### config.mk
export PLATFORM = sky130hd
export DESIGN_NAME = uart_rom_loader
export DESIGN_NICKNAME = d
export VERILOG_FILES = /design/src/rtl/uart_rom_loader.sv
export SDC_FILE = /design/constraint.sdc
export NUM_CORES = 1
export LEC_CHECK = 0
export CORE_UTILIZATION = 50
export CTS_CLUSTER_DIAMETER = 200
export DETAILED_ROUTE_END_ITERATION = 10
export PLACE_DENSITY_LB_ADDON = 0.08
export SETUP_SLACK_MARGIN = 0.5
export SKIP_CTS_REPAIR_TIMING = 1
export SYNTH_ARGS = -nofsm -noshare
export SYNTH_HDL_FRONTEND = slang
export SYNTH_SLANG_ARGS = --single-unit
### constraint.sdc
create_clock -name clk -period 3.5 [get_ports clk]
set_input_delay 1.05 -clock clk [delete_from_list [all_inputs] [get_ports clk]]
set_output_delay 1.05 -clock clk [all_outputs]
set_load 0.005 [all_outputs]
### src/rtl/uart_rom_loader.sv
// uart_rom_loader
//   Boot loader for the instruction ROM. Receives a program image over an
//   8N1 UART line (WAIT clocks per bit). The image is a 2-byte little-endian
//   word count N followed by 4*N bytes. Each group of four bytes is
//   assembled little-endian into a 32-bit word and written to the ROM,
//   starting at address 0. The CPU is held in reset until the whole image
//   has been written.
//
// Parameters
//   WAIT    clocks per UART bit (even, >= 4)
//   ADDR_W  ROM word-address width; capacity is 2**ADDR_W words
//
// Ports
//   clk        system clock
//   reset      synchronous, active-high reset
//   uart_rx    asynchronous UART line, idle high
//   we         ROM write strobe, one-cycle pulse per word
//   waddr      ROM word address qualified by we
//   wdata      ROM word qualified by we
//   cpu_reset  high until the image is complete
//   busy       a load is in progress
//   done       sticky, image fully written
//   error      sticky, load aborted (framing error or oversize count)
module uart_rom_loader #(
  parameter int WAIT   = 8,
  parameter int ADDR_W = 10
) (
  input  logic              clk,
  input  logic              reset,
  input  logic              uart_rx,
  output logic              we,
  output logic [ADDR_W-1:0] waddr,
  output logic [31:0]       wdata,
  output logic              cpu_reset,
  output logic              busy,
  output logic              done,
  output logic              error
);

  localparam int CW = $clog2(WAIT + 1);
  localparam logic [CW-1:0] HALF_BIT = CW'(WAIT / 2);
  localparam logic [CW-1:0] FULL_BIT = CW'(WAIT);
  localparam logic [CW-1:0] CNT_ONE  = CW'(1);
  localparam logic [32:0]   CAPACITY = 33'(1) << ADDR_W;

  typedef enum logic [1:0] {RX_IDLE, RX_START, RX_DATA, RX_STOP} rx_state_t;
  typedef enum logic [2:0] {LD_HDR0, LD_HDR1, LD_DATA, LD_DONE, LD_ERROR} ld_state_t;

  rx_state_t         rx_state;
  logic              rx_meta;
  logic              rx_sync;
  logic              rx_prev;
  logic [CW-1:0]     tick_cnt;
  logic [2:0]        bit_idx;
  logic [7:0]        rx_shift;

  logic              stop_tick;
  logic              byte_ok;
  logic              frame_err;

  ld_state_t         ld_state;
  logic [7:0]        count_lo;
  logic [15:0]       new_count;
  logic [15:0]       n_words;
  logic [15:0]       word_cnt;
  logic [1:0]        byte_idx;
  logic [23:0]       word_asm;
  logic [ADDR_W-1:0] addr;

  // Byte receiver. tick_cnt is loaded with 1 on each state entry so that a
  // sample happens exactly when it reaches the target count, which puts the
  // start check at t0+WAIT/2 and every later sample one full bit apart.
  // rx_prev keeps tracking the line in every state, so a start bit that
  // follows a stop bit with no idle time is still seen as a falling edge.
  always_ff @(posedge clk) begin
    if (reset) begin
      rx_meta  <= 1'b1;
      rx_sync  <= 1'b1;
      rx_prev  <= 1'b1;
      rx_state <= RX_IDLE;
      tick_cnt <= '0;
      bit_idx  <= '0;
      rx_shift <= '0;
    end else begin
      rx_meta <= uart_rx;
      rx_sync <= rx_meta;
      rx_prev <= rx_sync;
      case (rx_state)
        RX_IDLE: begin
          if (rx_prev && !rx_sync) begin
            rx_state <= RX_START;
            tick_cnt <= CNT_ONE;
          end
        end
        RX_START: begin
          if (tick_cnt == HALF_BIT) begin
            if (!rx_sync) begin
              rx_state <= RX_DATA;
              tick_cnt <= CNT_ONE;
              bit_idx  <= '0;
            end else begin
              rx_state <= RX_IDLE;
            end
          end else begin
            tick_cnt <= tick_cnt + CNT_ONE;
          end
        end
        RX_DATA: begin
          if (tick_cnt == FULL_BIT) begin
            rx_shift <= {rx_sync, rx_shift[7:1]};
            tick_cnt <= CNT_ONE;
            if (bit_idx == 3'd7) rx_state <= RX_STOP;
            else                 bit_idx  <= bit_idx + 3'd1;
          end else begin
            tick_cnt <= tick_cnt + CNT_ONE;
          end
        end
        RX_STOP: begin
          if (tick_cnt == FULL_BIT) rx_state <= RX_IDLE;
          else                      tick_cnt <= tick_cnt + CNT_ONE;
        end
        default: rx_state <= RX_IDLE;
      endcase
    end
  end

  // The stop-bit sample cycle is when the loader consumes the byte, so the
  // loader's registered outputs change on the following cycle.
  assign stop_tick = (rx_state == RX_STOP) && (tick_cnt == FULL_BIT);
  assign byte_ok   = stop_tick && rx_sync;
  assign frame_err = stop_tick && !rx_sync;
  assign new_count = {rx_shift, count_lo};

  // Loader FSM. Bytes 0..2 of a word accumulate in word_asm (newest byte on
  // top); the 4th byte completes the word straight into wdata. Completion is
  // detected on the cycle we is high so that done follows the last write by
  // exactly one cycle.
  always_ff @(posedge clk) begin
    if (reset) begin
      ld_state  <= LD_HDR0;
      we        <= 1'b0;
      waddr     <= '0;
      wdata     <= '0;
      cpu_reset <= 1'b1;
      busy      <= 1'b0;
      done      <= 1'b0;
      error     <= 1'b0;
      count_lo  <= '0;
      n_words   <= '0;
      word_cnt  <= '0;
      byte_idx  <= '0;
      word_asm  <= '0;
      addr      <= '0;
    end else begin
      we <= 1'b0;
      case (ld_state)
        LD_HDR0: begin
          if (frame_err) begin
            ld_state <= LD_ERROR;
            error    <= 1'b1;
            busy     <= 1'b0;
          end else if (byte_ok) begin
            count_lo <= rx_shift;
            busy     <= 1'b1;
            ld_state <= LD_HDR1;
          end
        end
        LD_HDR1: begin
          if (frame_err) begin
            ld_state <= LD_ERROR;
            error    <= 1'b1;
            busy     <= 1'b0;
          end else if (byte_ok) begin
            n_words  <= new_count;
            word_cnt <= '0;
            byte_idx <= '0;
            addr     <= '0;
            if (new_count == 16'd0) begin
              ld_state  <= LD_DONE;
              done      <= 1'b1;
              cpu_reset <= 1'b0;
              busy      <= 1'b0;
            end else if ({17'd0, new_count} > CAPACITY) begin
              ld_state <= LD_ERROR;
              error    <= 1'b1;
              busy     <= 1'b0;
            end else begin
              ld_state <= LD_DATA;
            end
          end
        end
        LD_DATA: begin
          if (frame_err) begin
            ld_state <= LD_ERROR;
            error    <= 1'b1;
            busy     <= 1'b0;
          end else if (we && (word_cnt == n_words)) begin
            ld_state  <= LD_DONE;
            done      <= 1'b1;
            cpu_reset <= 1'b0;
            busy      <= 1'b0;
          end else if (byte_ok) begin
            byte_idx <= byte_idx + 2'd1;
            if (byte_idx == 2'd3) begin
              we       <= 1'b1;
              wdata    <= {rx_shift, word_asm};
              waddr    <= addr;
              addr     <= addr + 1'b1;
              word_cnt <= word_cnt + 16'd1;
            end else begin
              word_asm <= {rx_shift, word_asm[23:8]};
            end
          end
        end
        LD_DONE:  ld_state <= LD_DONE;
        LD_ERROR: ld_state <= LD_ERROR;
        default:  ld_state <= LD_HDR0;
      endcase
    end
  end

endmodule
=== Word level (Yosys, flattened, before mapping) ===
Index checks and enable logic that the tools add are counted.

* $add $sub $neg: 5
* $lt $le $gt $ge: 1
* Equality and inequality tests: 36
* Mux-type cells: 74
* Bitwise gates (word level): 5
* Reduce and logical (&&, ||, !) cells: 29

{| class="wikitable"
|+ Operators with widths
! operator !! number
|-
| $mux W16 || 6
|-
| $mux W10 || 6
|-
| $mux W3 || 12
|-
| $ne A2 B2 Y1 const B || 16
|-
| $pmux W16 S2 || 1
|-
| $reduce_and A5 Y1 || 6
|-
| $mux W1 || 23
|-
| $mux W2 || 11
|-
| $mux W4 || 5
|-
| $pmux W10 S2 || 1
|-
| $ne A3 B3 Y1 const B || 6
|-
| $add A16 B1 Y16 const B || 1
|-
| $eq A16 B16 Y1 || 1
|-
| $gt A16 B11 Y1 const B || 1
|-
| $logic_not A16 Y1 || 1
|-
| $pmux W4 S4 || 1
|-
| $pmux W3 S5 || 1
|-
| $reduce_and A3 Y1 || 4
|-
| $reduce_and A6 Y1 || 2
|-
| $add A10 B1 Y10 const B || 1
|-
| $pmux W2 S4 || 1
|-
| $reduce_and A7 Y1 || 1
|-
| $eq A2 B2 Y1 const B || 3
|-
| $eq A3 B2 Y1 const B || 2
|-
| other kinds (24) || 37
|}

* Flip-flop bits (word level): 146
* Bits of input ports: 3
* Output and inout port bits: 47

=== Logic depth before layout (Yosys ltp) ===
* Word-level depth: 7
* Depth in mapped cells: 11
* Depth with buffers taken out: 9

=== Least setup slack after synthesis ===
Ideal clock, no wire load.

* Path kind: input to register
* From: input reset
* To: register word_cnt[11]
* Library setup time: 0.101 ns
* Arrival time: 2.325 ns
* Setup slack: 1.074 ns
* Stages: 7
* Path buffers: 2
* Cell sequence: clkbuf_1 or4_1 nand2b_1 buf_2 clkinv_2 nand2_1 o41ai_1

{| class="wikitable"
|+ RTL lines
! item !! line !! text
|-
| start: declaration || 29 || <nowiki>input logic reset,</nowiki>
|-
| end signal: assignment || 209 || <nowiki>word_cnt <= word_cnt + 16'd1;</nowiki>
|-
| end: declaration || 65 || <nowiki>logic [15:0] word_cnt;</nowiki>
|}

=== Worst setup path in the final report ===
* From: register ld_state[1]
* To: register word_cnt[11]

* Cells in the longest elaborated chain, start to end: 3
* Elaborated cells on any way between the ends: 11
* Classes of those cells: eq/ne: 8; mux: 1; reduce/logical: 2

{| class="wikitable"
|+ Ends and longest elaborated chain
! item !! line !! text
|-
| start: declaration || 61 || <nowiki>ld_state_t ld_state;</nowiki>
|-
| start signal: assignment || 140 || <nowiki>ld_state <= LD_HDR0;</nowiki>
|-
| start signal: assignment || 159 || <nowiki>ld_state <= LD_ERROR;</nowiki>
|-
| start signal: assignment || 165 || <nowiki>ld_state <= LD_HDR1;</nowiki>
|-
| $eq A3 B2 Y1 or $eq A3 B1 Y1 (tied branches) || 156 || <nowiki>case (ld_state)</nowiki>
|-
| $ne A2 B2 Y1 (no line) or $reduce_bool A2 Y1 (tied branches) || n/a ||
|-
| $reduce_and A7 Y1 (no line) || n/a ||
|}

Several ways; a longest one is shown, not always the timed one.
A chain may end at the register's enable or synchronous reset.

==> impl_metrics.ini <==
[timing]
finalCritPeriodShare = 0.803
setup-tns-final_ns = 0
clock_skew_ns = 0.00669
rsz0062_at_grt = no
tightest_slew_ns = 1.17
setup_ws_ns = 0.689
hold_viol = 0
slew_headroom = 0.219
post-route-min-period_ns = 2.81
setup_viol = 0
slew_violations = 0
clock.fmax_mhz = 356
whs_ns = 0.414

[placement]
dpl_cell_area_um2 = 6610
place.gp.congestion = 0.823
dp_hpwl_um = 8750
dp_slack_ns = 0.698
io_buffers = 49

[power]
power_mw = 3.56
ir_worst_vdd_uv = 372
power.density_nw_per_um2 = 494
p_leak_nw = 2.45

[yosys]
synth_cells = 731
syn_area_per_cell_um2 = 8.30
synth-seq-area-share = 0.482
syn_nets = 741
synth_edf_count = 0
syn_area_um2 = 6070
ys_types = 56
synth-seq-cells = 146
ys.flop_type = dfxtp_1
async_flop_share = 0
ys_warn_count = 0

[route]
drc = 2
via_per_inst = 5.50
firstDrtPassIters = 9
drt_iter0_markers = 382
wl_per_cell_um = 14.7
vias = 5034
wirelength_um = 13500
antenna_left = 0

[setup_path]
timing.rr.end = word_cnt[11]
crit_path_start_kind = register
cp_max_fo = 16
reg2reg_depth = 7
crit_arrival_ns = 3.13
startpoint = ld_state[1]
r2r_slack_ns = 0.69
cp.required_ns = 3.82
rr_startpoint = ld_state[1]
critPathCaptureType = register
setup.worst_path.end = word_cnt[11]
path_class = register to register

[die]
start_util = 0.522
core_area_um2 = 11600
dieArea_um2 = 12600
die_h_um = 112
ios = 50
die_x_um = 112
rows = 39

[clock_tree]
clkLatencyLatePin_ns = 0.42
clkSinkCount = 146
clock-root-buffer = clkbuf_16
clock_path_buffers = 2
clkSlewWorstSetupHoldPaths_ns = 0.06
htree_levels = 4
cts_buffers = 17
cts_tree = built

[min_path]
min_path_cells = 1
hold_start = rx_meta
worstHoldPathType = register to register

[finish]
fin_nets = 770
drive_gt1_frac = 0.0648
num_antenna_cells = 0
design_area_um2 = 7200
syn_to_final_growth_pct = 18.7

[job]
drv_cap = 0

[global_routing]
grt_max_degree = 116
overflow = 0
grt_usage = 0.224
grt_pass1_wl_um = 22600
grt_pass1_vias = 4711
antenna_found_initial = 0

[status]
failed_checks = DRC
outcome = complete, but fails checks
per-layer routing:
| layer | vias to the layer above | GRT usage | share of wire |
|---|---|---|---|
| li1 | 2559 | - | - |
| met1 | 2390 | 0.286 | 0.47 |
| met2 | 79 | 0.374 | 0.49 |
| met3 | 6 | 0.0648 | 0.034 |
| met4 | 0 | 0.0551 | 0.0045 |
| met5 | - | 0 | 0 |
metrics by stage:
| stage | instances | util |
|---|---|---|
| after global routing | 915 | 0.620 |
| final | 915 | 0.620 |
| after detailed placement | 884 | 0.569 |
| after global placement | 884 | 0.569 |
| after CTS | 915 | 0.620 |
| after floorplan | 731 | - |
cells in the mapped netlist, drive strengths merged (3+ instances only):
master / number / area share
a22o: 3 / 0.0043
buf: 13 / 0.012
a31oi: 8 / 0.0082
a22oi: 3 / 0.0037
and3: 4 / 0.0041
and2: 3 / 0.0031
nor4: 4 / 0.0052
nand4: 9 / 0.0093
a211oi: 5 / 0.0070
inv: 10 / 0.0062
ha: 7 / 0.014
o21ai: 43 / 0.035
nor2b: 11 / 0.011
nand2: 150 / 0.093
a21oi: 77 / 0.064
nand3b: 3 / 0.0037
o31ai: 7 / 0.0087
nor2: 74 / 0.046
clkbuf: 33 / 0.021
nand3: 18 / 0.016
or2: 4 / 0.0041
or3: 3 / 0.0031
xnor2: 15 / 0.022
dfxtp: 146 / 0.48
nor3: 8 / 0.0066
mux2i: 35 / 0.058
layout make-up:
| class | count | area (µm²) |
|---|---|---|
| Clock buffer | 22 | 464 |
| Clock inverter | 9 | 131 |
| Inverter | 11 | 42.5 |
| Fill cell | 1057 | 4410 |
| Multi-Input combinational cell | 528 | 2920 |
| Timing Repair Buffer | 56 | 541 |
| Sequential cell | 146 | 2920 |
| Tap cell | 143 | 179 |
cells in the final DEF, fill, tap and decap left out, types with 3 or more instances in the layout:
master,instances
a22o_1,3
nor3_1,8
nor4_1,3
mux2i_1,35
clkdlybuf4s50_1,48
nand2_1,150
o21ai_1,7
clkbuf_16,17
nor2_1,74
or2_2,4
a211oi_1,3
nor2b_1,11
xnor2_1,15
o31ai_1,7
clkbuf_1,3
dfxtp_1,146
or3_1,3
o21ai_0,36
nand3b_1,3
inv_1,10
bufinv_16,3
ha_1,7
nand4_1,9
clkinv_2,3
clkinvlp_4,3
and2_1,3
and3_1,4
a31oi_1,8
a22oi_1,3
nand3_1,17
a21oi_1,77
buf_4,8
registers in the layout (all words and copies together), names as in the netlist, 4 cells and up, named ones only:
| register | count |
|---|---|
| word_asm | 24 |
| waddr | 10 |
| tick_cnt | 4 |
| count_lo | 8 |
| word_cnt | 16 |
| wdata | 32 |
| n_words | 16 |
| addr | 10 |
| rx_shift | 8 |
cell families after synthesis:
group,count (synthesis),synth area share
fa+ha+maj,7,0.0144
simple gates,301,0.219
mux,35,0.0577
buf+inv,57,0.0396
flops,146,0.482
compound gates,168,0.163
xor+xnor,17,0.0245
worst min-delay path by stage:
stage | end | slack [ns]
final | rx_sync | 0.41
after global routing | rx_sync | 0.43
after CTS | rx_sync | 0.42
after detailed placement | rx_sync | 0.40
after global placement | rx_sync | 0.39
after floorplan | rx_sync | 0.39
critical path, cell delays in order, from the launching register on:
cell and delay (ns):
dfxtp_1 0.54, nor3b_2 0.46, nand3_2 0.26, or4_1 0.51, nand2b_1 0.30, clkinv_2 0.26
nand2_1 0.13, o41ai_1 0.25
power by group:
group          internal [mW]  leakage, nW  switching, mW
clock                   1.15        0.282          0.671
combinational         0.0182        0.991         0.0416
sequential              1.67         1.18        0.00688
No activity file was read; power rests on OpenSTA's default activity.
